File: src/rtl/uart_tx_arbiter.sv
// Round-robin arbiter sharing one UART transmitter between NREQ byte sources,
// with a per-requester message lock and a stall timeout on the lock.
module uart_tx_arbiter #(
  parameter int NREQ    = 4,
  parameter int DW      = 8,
  parameter int LOCK_TO = 1024
) (
  input  logic               clk,
  input  logic               rst_n,
  input  logic [NREQ-1:0]    req_valid,
  input  logic [NREQ*DW-1:0] req_data,
  input  logic [NREQ-1:0]    req_last,
  output logic [NREQ-1:0]    req_ready,
  output logic [NREQ-1:0]    grant,
  output logic [DW-1:0]      tx_data,
  output logic               tx_start,
  input  logic               tx_busy,
  output logic               active
);
  localparam int PW = (NREQ > 1) ? $clog2(NREQ) : 1;
  localparam int TW = $clog2(LOCK_TO + 1);

  typedef enum logic [1:0] {IDLE, SEND, START, WAIT_DONE} state_e;

  state_e          state_q, state_d;
  logic [NREQ-1:0] grant_q, grant_d;
  logic [PW-1:0]   rr_ptr_q, rr_ptr_d;
  logic            lock_q, lock_d;
  logic [TW-1:0]   timer_q, timer_d;
  logic [DW-1:0]   tx_data_q, tx_data_d;
  logic            tx_start_q, tx_start_d;

  logic [2*NREQ-1:0] dbl;
  logic [PW-1:0]     off, win_idx, g_idx, nxt_ptr;
  logic [DW-1:0]     g_data;
  logic              g_last, xfer;

  // Rotate the request vector so rr_ptr sits at bit 0; the lowest set bit
  // of the rotated vector is the winner's offset from rr_ptr.
  always_comb begin
    int w;
    int nx;
    dbl = {req_valid, req_valid} >> rr_ptr_q;
    off = '0;
    for (int k = NREQ - 1; k >= 0; k--)
      if (dbl[k]) off = PW'(k);
    w = int'(rr_ptr_q) + int'(off);
    if (w >= NREQ) w = w - NREQ;
    win_idx = PW'(w);

    g_idx  = '0;
    g_data = '0;
    g_last = 1'b0;
    for (int i = 0; i < NREQ; i++)
      if (grant_q[i]) begin
        g_idx  = PW'(i);
        g_data = req_data[i*DW +: DW];
        g_last = req_last[i];
      end
    nx = int'(g_idx) + 1;
    if (nx == NREQ) nx = 0;
    nxt_ptr = PW'(nx);
  end

  assign req_ready = (state_q == SEND) ? (req_valid & grant_q) : '0;
  assign xfer      = |req_ready;

  always_comb begin
    state_d    = state_q;
    grant_d    = grant_q;
    rr_ptr_d   = rr_ptr_q;
    lock_d     = lock_q;
    timer_d    = timer_q;
    tx_data_d  = tx_data_q;
    tx_start_d = tx_start_q;
    unique case (state_q)
      IDLE: begin
        if (|req_valid && !tx_busy) begin
          for (int i = 0; i < NREQ; i++) grant_d[i] = (win_idx == PW'(i));
          state_d = SEND;
        end
      end
      SEND: begin
        if (xfer) begin
          tx_data_d  = g_data;
          lock_d     = !g_last;
          tx_start_d = 1'b1;
          timer_d    = '0;
          state_d    = START;
        end else if (lock_q) begin
          if (timer_q == TW'(LOCK_TO - 1)) begin
            grant_d  = '0;
            lock_d   = 1'b0;
            timer_d  = '0;
            rr_ptr_d = nxt_ptr;
            state_d  = IDLE;
          end else begin
            timer_d = timer_q + 1'b1;
          end
        end
      end
      START: begin
        if (tx_busy) begin
          tx_start_d = 1'b0;
          state_d    = WAIT_DONE;
        end
      end
      WAIT_DONE: begin
        if (!tx_busy) begin
          if (lock_q) begin
            state_d = SEND;
          end else begin
            grant_d  = '0;
            timer_d  = '0;
            rr_ptr_d = nxt_ptr;
            state_d  = IDLE;
          end
        end
      end
      default: state_d = IDLE;
    endcase
  end

  always_ff @(posedge clk or negedge rst_n) begin
    if (!rst_n) begin
      state_q    <= IDLE;
      grant_q    <= '0;
      rr_ptr_q   <= '0;
      lock_q     <= 1'b0;
      timer_q    <= '0;
      tx_data_q  <= '0;
      tx_start_q <= 1'b0;
    end else begin
      state_q    <= state_d;
      grant_q    <= grant_d;
      rr_ptr_q   <= rr_ptr_d;
      lock_q     <= lock_d;
      timer_q    <= timer_d;
      tx_data_q  <= tx_data_d;
      tx_start_q <= tx_start_d;
    end
  end

  assign grant    = grant_q;
  assign tx_data  = tx_data_q;
  assign tx_start = tx_start_q;
  assign active   = (state_q != IDLE);
endmodule

File: config.mk
export PLATFORM = sky130hd
export DESIGN_NAME = uart_tx_arbiter
export DESIGN_NICKNAME = d
export VERILOG_FILES = /design/src/rtl/uart_tx_arbiter.sv
export SDC_FILE = /design/constraint.sdc
export NUM_CORES = 1
export LEC_CHECK = 0
export CAP_MARGIN = 20
export CORE_MARGIN = 2
export CORE_UTILIZATION = 48
export CTS_CLUSTER_SIZE = 28
export DETAILED_ROUTE_END_ITERATION = 10
export HOLD_SLACK_MARGIN = 0.1
export PLACE_DENSITY = 0.81
export SYNTH_ARGS = -nofsm -noshare
export SYNTH_HDL_FRONTEND = slang
export SYNTH_SLANG_ARGS = --single-unit
File: constraint.sdc
create_clock -name clk -period 2.7 [get_ports clk]
set_input_delay 0.54 -clock clk [delete_from_list [all_inputs] [get_ports clk]]
set_output_delay 0.54 -clock clk [all_outputs]
set_load 0.01 [all_outputs]
-- After elaboration in Yosys (flattened, before gate mapping)
Index checks and enable logic that the tools add are counted.
- bits in latches: 0
- register bits: 29
- word-level logic and storage cells: 100
- output and inout port bits: 18
- memories: 0
- bits in writable memories: 0
- bits of input ports: 43
- memory bits (read-only): 0
- bitwise logic cells: 1
- shift-type cells: 1
- magnitude comparators: 1
- mux-type cells: 51
- $add $sub $neg: 4
- multiply operators: 0
- divide/modulo/power cells: 0
- reductions and logical operators: 17
- eq/ne operators: 18
- operators with widths (operator ; count):
    11-bit 2-to-1 mux ; 5
    2-bit 2-to-1 mux ; 19
    8-bit 2-to-1 mux ; 4
    4-bit 2-to-1 mux ; 7
    11-bit case mux with 2 select lines ; 1
    2-bit != test, second input constant ; 7
    4-bit case mux with 3 select lines ; 1
    11-bit by 1-bit adder with 11-bit output, second input constant ; 1
    11-bit by 10-bit equality test with 1-bit output, second input constant ; 1
    1-bit 2-to-1 mux ; 11
    2-bit equality test, second input constant ; 4
    2-bit case mux with 4 select lines ; 1
    4-bit OR reduction ; 2
    8-bit by 2-bit >> shifter with 4-bit output ; 1
    7-bit AND reduction ; 1
    6-bit AND reduction ; 1
    2-bit nonzero test ; 3
    5-bit AND reduction ; 1
    4-bit AND ; 1
    2-bit by 1-bit equality test with 1-bit output, second input constant ; 2
    2-bit logical NOT ; 2
    2-bit case mux with 2 select lines ; 1
    4-bit AND reduction ; 1
    2-bit by 1-bit adder with 3-bit output, second input constant ; 1
    13 further kinds ; 14

-- Longest topological paths before layout
- word-level depth: 11
- depth in mapped cells: 10
- mapped depth without buffers: 9

-- Worst setup path after synthesis
No wires, ideal clock.
- path kind: input-to-reg
- start: input port req_valid[3]
- end: register grant_q[1], in the netlist grant[1]
- stages: 10
- arrival time: 2517 ps
- setup time: 69 ps
- data required time: 2631 ps
- slack: 113 ps
- cells stage by stage: clkbuf_1 > nand3b_1 > o311ai_0 > o21ai_0 > o211ai_1 > ha_1 > or4b_2 > nor3b_1 > o21ai_0 > nand3_1
- word-level cells in the longest chain between the ends: 11
- elaborated cells between the ends (all ways): 20
- RTL lines (element ; line ; text):
    start, declared ; 10 ; input logic [NREQ-1:0] req_valid,
    8-bit by 2-bit >> shifter with 4-bit output ; 43 ; dbl = {req_valid, req_valid} >> rr_ptr_q;
    2-bit 2-to-1 mux (4 in series) ; 46 ; if (dbl[k]) off = PW'(k);
    2-bit by 2-bit adder with 3-bit output ; 47 ; w = int'(rr_ptr_q) + int'(off);
    3-bit >= comparator / 2-bit by 1-bit subtractor with 2-bit output (equally long branches) ; 48 ; if (w >= NREQ) w = w - NREQ;
    2-bit 2-to-1 mux ; 48 ;
    2-bit by 1-bit equality test with 1-bit output ; 79 ; for (int i = 0; i < NREQ; i++) grant_d[i] = (win_idx == PW'(i));
    4-bit 2-to-1 mux ; 78 ; if (|req_valid && !tx_busy) begin
    4-bit case mux with 3 select lines ; 76 ; unique case (state_q)
    end signal, assigned ; 135 ; grant_q <= grant_d;
    end, declared ; 26 ; logic [NREQ-1:0] grant_q, grant_d;
Parallel ways exist; a longest one is shown, timed or not. The select of a mux whose other input is x is not followed.
A chain may end at the register's enable or synchronous reset.

-- Worst setup path in the final report
- start: input port req_valid[3]
- end: register grant_q[2], in the netlist grant[2]
- word-level cells in the longest chain between the ends: 11
- elaborated cells between the ends (all ways): 20
- RTL lines (element ; line):
    8-bit by 2-bit >> shifter with 4-bit output ; 43
    2-bit 2-to-1 mux (4 in series) ; 46
    2-bit by 2-bit adder with 3-bit output ; 47
    3-bit >= comparator / 2-bit by 1-bit subtractor with 2-bit output (equally long branches) ; 48
    2-bit 2-to-1 mux ; 48
    2-bit equality test ; 79
    4-bit 2-to-1 mux ; 78
    4-bit case mux with 3 select lines ; 76
Parallel ways exist; a longest one is shown, timed or not. The select of a mux whose other input is x is not followed.

==> results summary <==
TritonCTS built the clock tree. The number of sinks driven by the clock tree is 29. The area of the placeable core came out at 4290 um2.

The final number of max-transition violations is 0. For this run, the leading register cell type out of synthesis is sky130_fd_sc_hd__dfrtp_1. For this run, design rule violations remaining after detail routing come to 0. The global-route congestion overflow total came out at 0.

The most frequent standard cell in the layout excluding fill and tap cells is sky130_fd_sc_hd__clkdlybuf4s50_1. The count of pins on the block boundary came out at 61. Entering global routing, the biggest net connects 30 pins. The number of hold violations in the final report is 0. The share of synthesized area occupied by flip-flops and latches is 0.345. The number of antenna violations at the first check in global routing is 0.

The leakage power of the design is 1.19 nW. The top fanout value on the critical path came out at 4. Among all stages on the critical path, the largest delay is contributed by sky130_fd_sc_hd__or4_1. For this run, the detailed router's first-pass iteration total came to 5. The final route contains 2,324 vias. The layout has 346 filler cells. Walking the worst path, the cells encountered are clkdlybuf4s50_1 > inv_1 > o311ai_2 > o21ai_0 > o211ai_1 > ha_1 > or4_1 > nor3b_2 > nand3_1 > nand3_1. The row count came out at 24.

The endpoint type of the worst setup path is a flip-flop. On the final layout, the worst hold slack is 499 ps. The count of buffers inserted at the top-level ports came out at 60. Among the stages of the critical path, the cell type that occurs most often is sky130_fd_sc_hd__nand3_1. Clock-pin slew was measured on the worst setup and hold paths at 60 ps. Buffers inserted during clock tree synthesis total 5. The latest clock arrival within the worst-skew pair is 280 ps. The number of standard cells after synthesis is 245.

After detailed routing, the total wire length is 6.33 mm. By startpoint and endpoint, the worst setup path is classified as in2reg. After synthesis, the share of flip-flops with an asynchronous set or reset is 1.00. The detail route stage leaves a number of antenna-violating nets equal to 0.

Once layout is complete, the utilization of the core stands at 0.690. The number of antenna diodes in the final layout is 0. In the layout the commonest cells are 59 x sky130_fd_sc_hd__clkdlybuf4s50_1, 29 x sky130_fd_sc_hd__dfrtp_1, 25 x sky130_fd_sc_hd__nand2_1, 20 x sky130_fd_sc_hd__buf_4, 19 x sky130_fd_sc_hd__nor2_1. The highest achievable clock rate came out at 376 MHz. The net count of the finished layout is 359.

The final setup violation count came out at 0. The area growth from synthesis to layout is 40.8%. The summed negative setup slack over all endpoints came out at 0 ps.

The floorplan die area came out at 4930 um2. The power density relative to cell area came out at 970 nW/um2. The worst path required time came out at 2910 ps. The post-CTS repair timing setup buffer count is 0. The total chip power came out at 2.87 mW. The final weighted congestion of routability-driven global placement came out at 0.914. The share of the clock period used by the worst path after layout is 0.985.

The final worst clock skew came out at 9.48 ps. Yosys printed 0 warnings. The master cell of the clock root buffer is sky130_fd_sc_hd__clkbuf_8. The depth of the CTS H-tree came out at 2. The vias per cell came out at 6.35. The worst-case headroom to the max-slew limit came out at 0.593. The synthesized netlist net count is 290. The delay of the slowest critical-path stage came out at 560 ps. The final period demand of the worst path is 2660 ps. The number of global-route vias before repair is 2,226. The nature of the critical path startpoint is an input port.

The total routing resource utilization after global routing came out at 0.267. The first global-routing pass estimated 10.6 mm of wire. The average wire length per cell after detail routing is 17.3 um. The height of the die is 70.2 um.

The number of buffer and inverter instances along the worst setup path is 2. The number of violations of the max-capacitance limit is 0. For this configuration, the core starts out at a cell density of 0.490.

For the pin with the worst max-slew slack, the measured transition is 610 ps. After synthesis the cells add up to 2110 um2. The clock tree buffer depth came out at 2.

The width of the chip is 70.2 um. The run finished with clean final reports. Among cell families on the critical path, the largest total delay comes from simple AND/OR/NAND/NOR gates. The HPWL after detailed placement is 4.66 mm. Averaged over all synthesized cells, the footprint is 8.59 um2. The largest vdd supply drop came out at 550 uV. The synthesized design contains 29 register bits.

The layout cell share with drive strength beyond 1 came out at 0.146. The number of design-rule violations left by the first detailed-router iteration came out at 213. The data arrival time of the critical path came out at 2870 ps. The number of enable-type register cells in the synthesized netlist came out at 0. The count of distinct cell types in the synthesized netlist is 58. The worst hold path belongs to the class reg2reg.
registers in the layout, indices dropped and copies added, names as in the netlist, named ones only:
name      cells
tx_data       8
state_q       1
grant         4
rr_ptr_q      2
lock_q        1
timer_q      11
tx_start      1
cell type report:
cell class,count,area [um2],share of cell area
repair buffers,80,753,0.254
multi-input cells,192,1310,0.442
flip-flops and latches,29,726,0.245
well taps,52,65.1,0.0220
inverters,6,22.5,0.00760
clock buffers,7,86.3,0.0291
per-layer routing:
metal  global-route usage  wire length, um  vias to the layer above
li1                     -                -                     1106
met1                0.353             2670                     1119
met2                0.443             3210                       87
met3               0.0519              333                       12
met4               0.0769              114                        0
met5                    0                0                        -
report_power, final:
group | switching [mW] | internal, mW | leakage, nW
sequential | 0.257 | 0.604 | 0.351
clock | 0.164 | 0.202 | 0.0443
combinational | 0.810 | 0.838 | 0.792
total | 1.23 | 1.64 | 1.19
what timing repair did:
item	in CTS	in global routing
setup endpoints to repair	4	4
pin swaps	0	1
hold buffers	0	0
gates resized for setup	1	8
cells in the mapped netlist (2+ instances only):
| master | n | area [um2] |
|---|---|---|
| sky130_fd_sc_hd__a22oi_1 | 2 | 15.0 |
| sky130_fd_sc_hd__inv_1 | 5 | 18.8 |
| sky130_fd_sc_hd__ha_1 | 2 | 25.0 |
| sky130_fd_sc_hd__nor3_1 | 7 | 35.0 |
| sky130_fd_sc_hd__nand3b_1 | 3 | 22.5 |
| sky130_fd_sc_hd__o21bai_1 | 3 | 22.5 |
| sky130_fd_sc_hd__nor2b_1 | 2 | 12.5 |
| sky130_fd_sc_hd__a22o_1 | 2 | 17.5 |
| sky130_fd_sc_hd__o211ai_1 | 18 | 135 |
| sky130_fd_sc_hd__a31oi_1 | 14 | 87.6 |
| sky130_fd_sc_hd__nand2b_1 | 3 | 18.8 |
| sky130_fd_sc_hd__dfrtp_1 | 29 | 726 |
| sky130_fd_sc_hd__a21o_1 | 3 | 22.5 |
| sky130_fd_sc_hd__nor3b_1 | 3 | 22.5 |
| sky130_fd_sc_hd__nor4_1 | 5 | 31.3 |
| sky130_fd_sc_hd__nand4_1 | 6 | 37.5 |
| sky130_fd_sc_hd__clkbuf_1 | 15 | 56.3 |
| sky130_fd_sc_hd__o21ai_0 | 7 | 35.0 |
| sky130_fd_sc_hd__nor2_1 | 19 | 71.3 |
| sky130_fd_sc_hd__nand2_1 | 25 | 93.8 |
| sky130_fd_sc_hd__a21oi_1 | 4 | 20.0 |
| sky130_fd_sc_hd__o311ai_0 | 2 | 17.5 |
| sky130_fd_sc_hd__a32o_1 | 2 | 20.0 |
| sky130_fd_sc_hd__buf_2 | 2 | 10.0 |
| sky130_fd_sc_hd__a211o_1 | 5 | 43.8 |
| sky130_fd_sc_hd__nand3_1 | 13 | 65.1 |
| sky130_fd_sc_hd__and4_2 | 4 | 40.0 |
| sky130_fd_sc_hd__a221o_1 | 9 | 90.1 |
| sky130_fd_sc_hd__or3_1 | 2 | 12.5 |
worst paths after layout:
check / from / endpoint / slack [ps] / cells after the start
setup / recovery: req_valid[3] / grant[2] / 40 / 10
hold / removal: tx_start / tx_start / 500 / 1
setup reg to reg: rr_ptr_q[0] / grant[2] / 280 / 7
hold reg to reg: tx_start / tx_start / 500 / 1
max in group asynchronous: rst_n / grant[0] / 1780 / 2
min in group asynchronous: rst_n / timer_q[4] / 640 / 2
per-stage QoR:
| step | setup WS, ps | instance area (um2) | instances |
|---|---|---|---|
| floorplan | 113 | 2110 | 245 |
| global placement | -180 | 2840 | 359 |
| detailed placement | -309 | 2840 | 359 |
| CTS | 24.5 | 2930 | 366 |
| global route | -49.8 | 2960 | 366 |
| finish | 41.7 | 2960 | 366 |
cells by family after synthesis:
group | share of synthesized area
muxes | 0.00713
AOI/OAI and AO/OA | 0.305
DFF | 0.345
and+or+nand+nor | 0.284
adders and majority gates | 0.0119
buffers and inverters | 0.0475
Note: power is estimated with default switching activity, not from simulation.
==> patch 1: new RTL, config.mk and constraints unchanged <==
Reset style: synchronous (`rst_n`), changed in one clocked block.
--- a/src/rtl/uart_tx_arbiter.sv
+++ b/src/rtl/uart_tx_arbiter.sv
@@ -121,7 +121,7 @@
     endcase
   end
 
-  always_ff @(posedge clk or negedge rst_n) begin
+  always_ff @(posedge clk) begin
     if (!rst_n) begin
       state_q    <= IDLE;
       grant_q    <= '0;
Behaviour: differs if rst_n is asserted again (counterexample within 4 cycles, from zero or initial values and one cycle with rst_n low); with rst_n held inactive, the same outputs for 10 cycles.
==> patch 1 against the unedited design <==
Cell area decreased by 13%. Setup slack improved by 120 ps. Critical path type is now in2out. Cell count decreased by 5.7%. Via count decreased by 13%. Synthesized area decreased by 14%. Highest routed layer unchanged. Wire length decreased by 15%. Critical endpoint is now req_ready[2]. Sequential cell count unchanged.
Power is not compared: it rests on default switching activity, and its combinational part moved more than twofold at a synthesized area within 25%.
==> patch 1: results (changes against the unedited design) <==
Final net count = 341 (-5.0%)
Yosys cell types = 53 (-8.6%)
Drt pass-1 iters = 4 (-1)
Placer congestion estimate = 0.8821 (-3.5%)
Outcome = finished, final reports clean
Initial antenna violation count = 0 (unchanged)
First-pass GRT wire length = 8707 µm (-18%)
Crit path arrival time = 2000 ps (-870 ps)
Ys async rst share = 0 (-1.000)
Post_cts resized = 0 (-1)
CTS root buf = clkbuf_8
Slowest cell on crit path = clkdlybuf4s50_1
Top cells by area, synth = dfxtp_1 (32%), a21oi_1 (6.9%), nor2_1 (5.8%)
Multi-input logic cell count = 183 (-4.7%)
Post-DP HPWL = 3948 µm (-15%)
Worst-case clock buffer depth = 2 (unchanged)
Critical Path Fanout Max = 10 (+6)
Area taken by multi-input logic gates = 0.001122 mm² (-14%)
Cell Area, Placed = 0.002461 mm² (-13%)
Post-Syn Nets = 280 (-3.4%)
H-tree lvl count = 2 (unchanged)
Largest net degree at the start of global routing = 21 (-30%)
Final clock-cell share = 0.04515 (+0.01602)
Well Taps = 48 (-7.7%)
Inverters = 8 (+2)
Top delay family on crit path = buffers and inverters
DP Worst Slack = 20.61 ps (+329.9 ps)
GRT Total Usage = 0.2632 (-0.003893)
Signal buffers = 69 (-14%)
Routed WL per cell = 15.65 µm (-9.5%)
Signal buffers share of area = 0.2592 (+0.005108)
Sequential cell area share = 0.2252 (-0.01959)
Clock skew = 6.207 ps (-3.270 ps)
Layout cells sized above 1 = 0.08081 (-0.06569)
Iter 0 DRT Violations = 109 (-49%)
Drt via density = 5.887 (-7.3%)
CP peak stage delay = 700 ps (+140 ps)
Measured slew at the worst slew-check pin = 615.9 ps (+6.011 ps)
Vias in the first global route = 1896 (-15%)
Top post-synthesis cells by count = dfxtp_1 (29), nor2_1 (28), a21oi_1 (25)
Sequential share of the synthesized area = 0.3213 (-0.02329)
Fillers = 314 (-9.2%)
==> patch 1: changes by cell type after synthesis, moves of 11 or more <==
cell / delta
a21oi_1: +21
nand2_1: -11
a31oi_1: -13
dfxtp_1: +29
dfrtp_1: -29
o211ai_1: -17
==> patch 1: power by group through the flow <==
stage / Combinational (W) / Sequential (W) / Clock, W
3_5_place_dp: 0.000211 / 0.000463 / 0
5_1_grt: 0.000234 / 0.000455 / 0.000480
6_report: 0.000215 / 0.000454 / 0.000465
2_1_floorplan: 0.000101 / 0.000460 / 0
4_1_cts: 0.000214 / 0.000453 / 0.000472
3_3_place_gp: 0.000210 / 0.000463 / 0
==> patch 1: worst paths after layout <==
path,depth (start not counted),slack (ps),startpoint,to
setup reg to reg,6,520,timer_q[0],timer_q[9]
hold reg to reg,2,490,timer_q[10],timer_q[10]
hold / removal,2,490,timer_q[10],timer_q[10]
setup / recovery,3,160,req_valid[2],req_ready[2]
==> patch 1: through the flow <==
stage                     power (W)  instances  utilization
final                      0.001134        345       0.7094
after detailed placement  0.0006738        337       0.6773
after floorplan           0.0005609        235            -
after global placement    0.0006726        337       0.6773
after CTS                  0.001139        345       0.7094
after global routing       0.001169        345       0.7094
==> patch 1: logic make-up (layout without fill, tap and decap cells) <==
kind of cell	count (synthesis)	after routing	synth area share
adders and majority gates	2	2	0.01385
and+or+nand+nor	93	93	0.2597
buffers and inverters	23	85	0.05748
AOI/OAI and AO/OA	82	82	0.3172
xor gates and xnor gates	5	5	0.02424
DFF	29	29	0.3213
muxes	1	1	0.006232
==> patch 1: routing by layer <==
metal | up-vias | global-route usage | wire length [µm]
li1 | 1010 | - | -
met4 | 0 | 0.1276 | 135
met1 | 943 | 0.3448 | 2459
met5 | - | 0 | 0
met2 | 64 | 0.4171 | 2547
met3 | 14 | 0.04795 | 255
==> patch 2: new RTL, config.mk and constraints unchanged <==
Without the edit above. The parameter `DW` goes from 8 to 12.
--- a/src/rtl/uart_tx_arbiter.sv
+++ b/src/rtl/uart_tx_arbiter.sv
@@ -2,7 +2,7 @@
 // with a per-requester message lock and a stall timeout on the lock.
 module uart_tx_arbiter #(
   parameter int NREQ    = 4,
-  parameter int DW      = 8,
+  parameter int DW      = 12,
   parameter int LOCK_TO = 1024
 ) (
   input  logic               clk,
Interface: changed (resized req_data and tx_data); port bits go from 61 to 81. No check against the original RTL was run, so the function may have changed too.
==> patch 2 against the unedited design <==
Worst hold slack improved by 29 ps. Setup slack improved by 220 ps. Cell area increased by 12%. Wire length increased by 13%. First-iteration DRC count fell by 18%. Largest cell class unchanged. Sequential cell count rose by 4. Fmax increased by 9.2%. Synthesized area grew 10%. Total power increased by 20%.
==> patch 2: results (changes against the unedited design) <==
DRT Wirelength = 7135 µm (+13%)
Clock power share = 0.108 (-0.019)
First-pass GRT wire length = 11550 µm (+9.0%)
Final clock-cell share = 0.02605 (-0.003079)
Register Area = 825.8 µm² (+14%)
Metal3 WL = 541 µm (+62%)
# port buffers = 80 (+33%)
Top cells by area, synth = dfrtp_1 (36%), o211ai_1 (6.5%), a221o_1 (5.2%)
Cell Area, Placed = 0.003222 mm² (+13%)
Largest net degree at the start of global routing = 34 (+13%)
GRT Total Usage = 0.2746 (+0.007577)
Measured slew at the worst slew-check pin = 651.9 ps (+42.04 ps)
Signal buffers share of area = 0.2778 (+0.02372)
Iter 0 DRT Violations = 175 (-18%)
Top post-synthesis cells by count = dfrtp_1 (33), nand2_1 (26), o211ai_1 (20)
Routed WL per cell = 17.57 µm (+1.6%)
Met1 usage = 0.3790 (+0.02615)
Worst Hold Slack = 528.0 ps (+29.15 ps)
Outcome = finished, final reports clean
FF-to-FF setup slack = 580 ps (+300 ps)
Switching Fraction = 0.4402 (+0.01204)
Area taken by multi-input logic gates = 0.001373 mm² (+4.7%)
Maximum vdd drop = 0.6141 mV (+12%)
Mapped Cells = 267 (+9.0%)
Layout cells sized above 1 = 0.1165 (-0.03002)
Max FFs per register = 12 (+1)
Fillers = 373 (+7.8%)
Multi-input logic cell count = 204 (+6.3%)
Met3 GRT Util = 0.04938 (-0.002565)
## patch 2: how the worst min path moves through the flow
stage / from / endpoint / cells past startpoint
after detailed placement: timer_q[10] / timer_q[10] / 1
final: timer_q[10] / timer_q[10] / 1
after CTS: timer_q[10] / timer_q[10] / 1
after global routing: timer_q[10] / timer_q[10] / 1
after floorplan: rst_n / async pin / 0
after global placement: timer_q[10] / timer_q[10] / 1
## patch 2: kinds of logic (layout without fill, tap and decap cells)
| kind of cell | count (synthesis) | in the layout | share of synthesized area |
|---|---|---|---|
| muxes | 3 | 3 | 0.01562 |
| and+or+nand+nor | 102 | 102 | 0.2538 |
| DFF | 33 | 33 | 0.3556 |
| adders and majority gates | 2 | 2 | 0.01077 |
| AOI/OAI and AO/OA | 97 | 97 | 0.3082 |
| buffers and inverters | 30 | 115 | 0.05603 |
## patch 2: critical path: stages
cell and delay [ps]:
clkdlybuf4s50_1 470, or3b_2 440, o211ai_1 100, o21ai_0 110
o221ai_1 90, ha_1 230, nor4bb_1 380, o21ai_0 160
o211ai_1 120
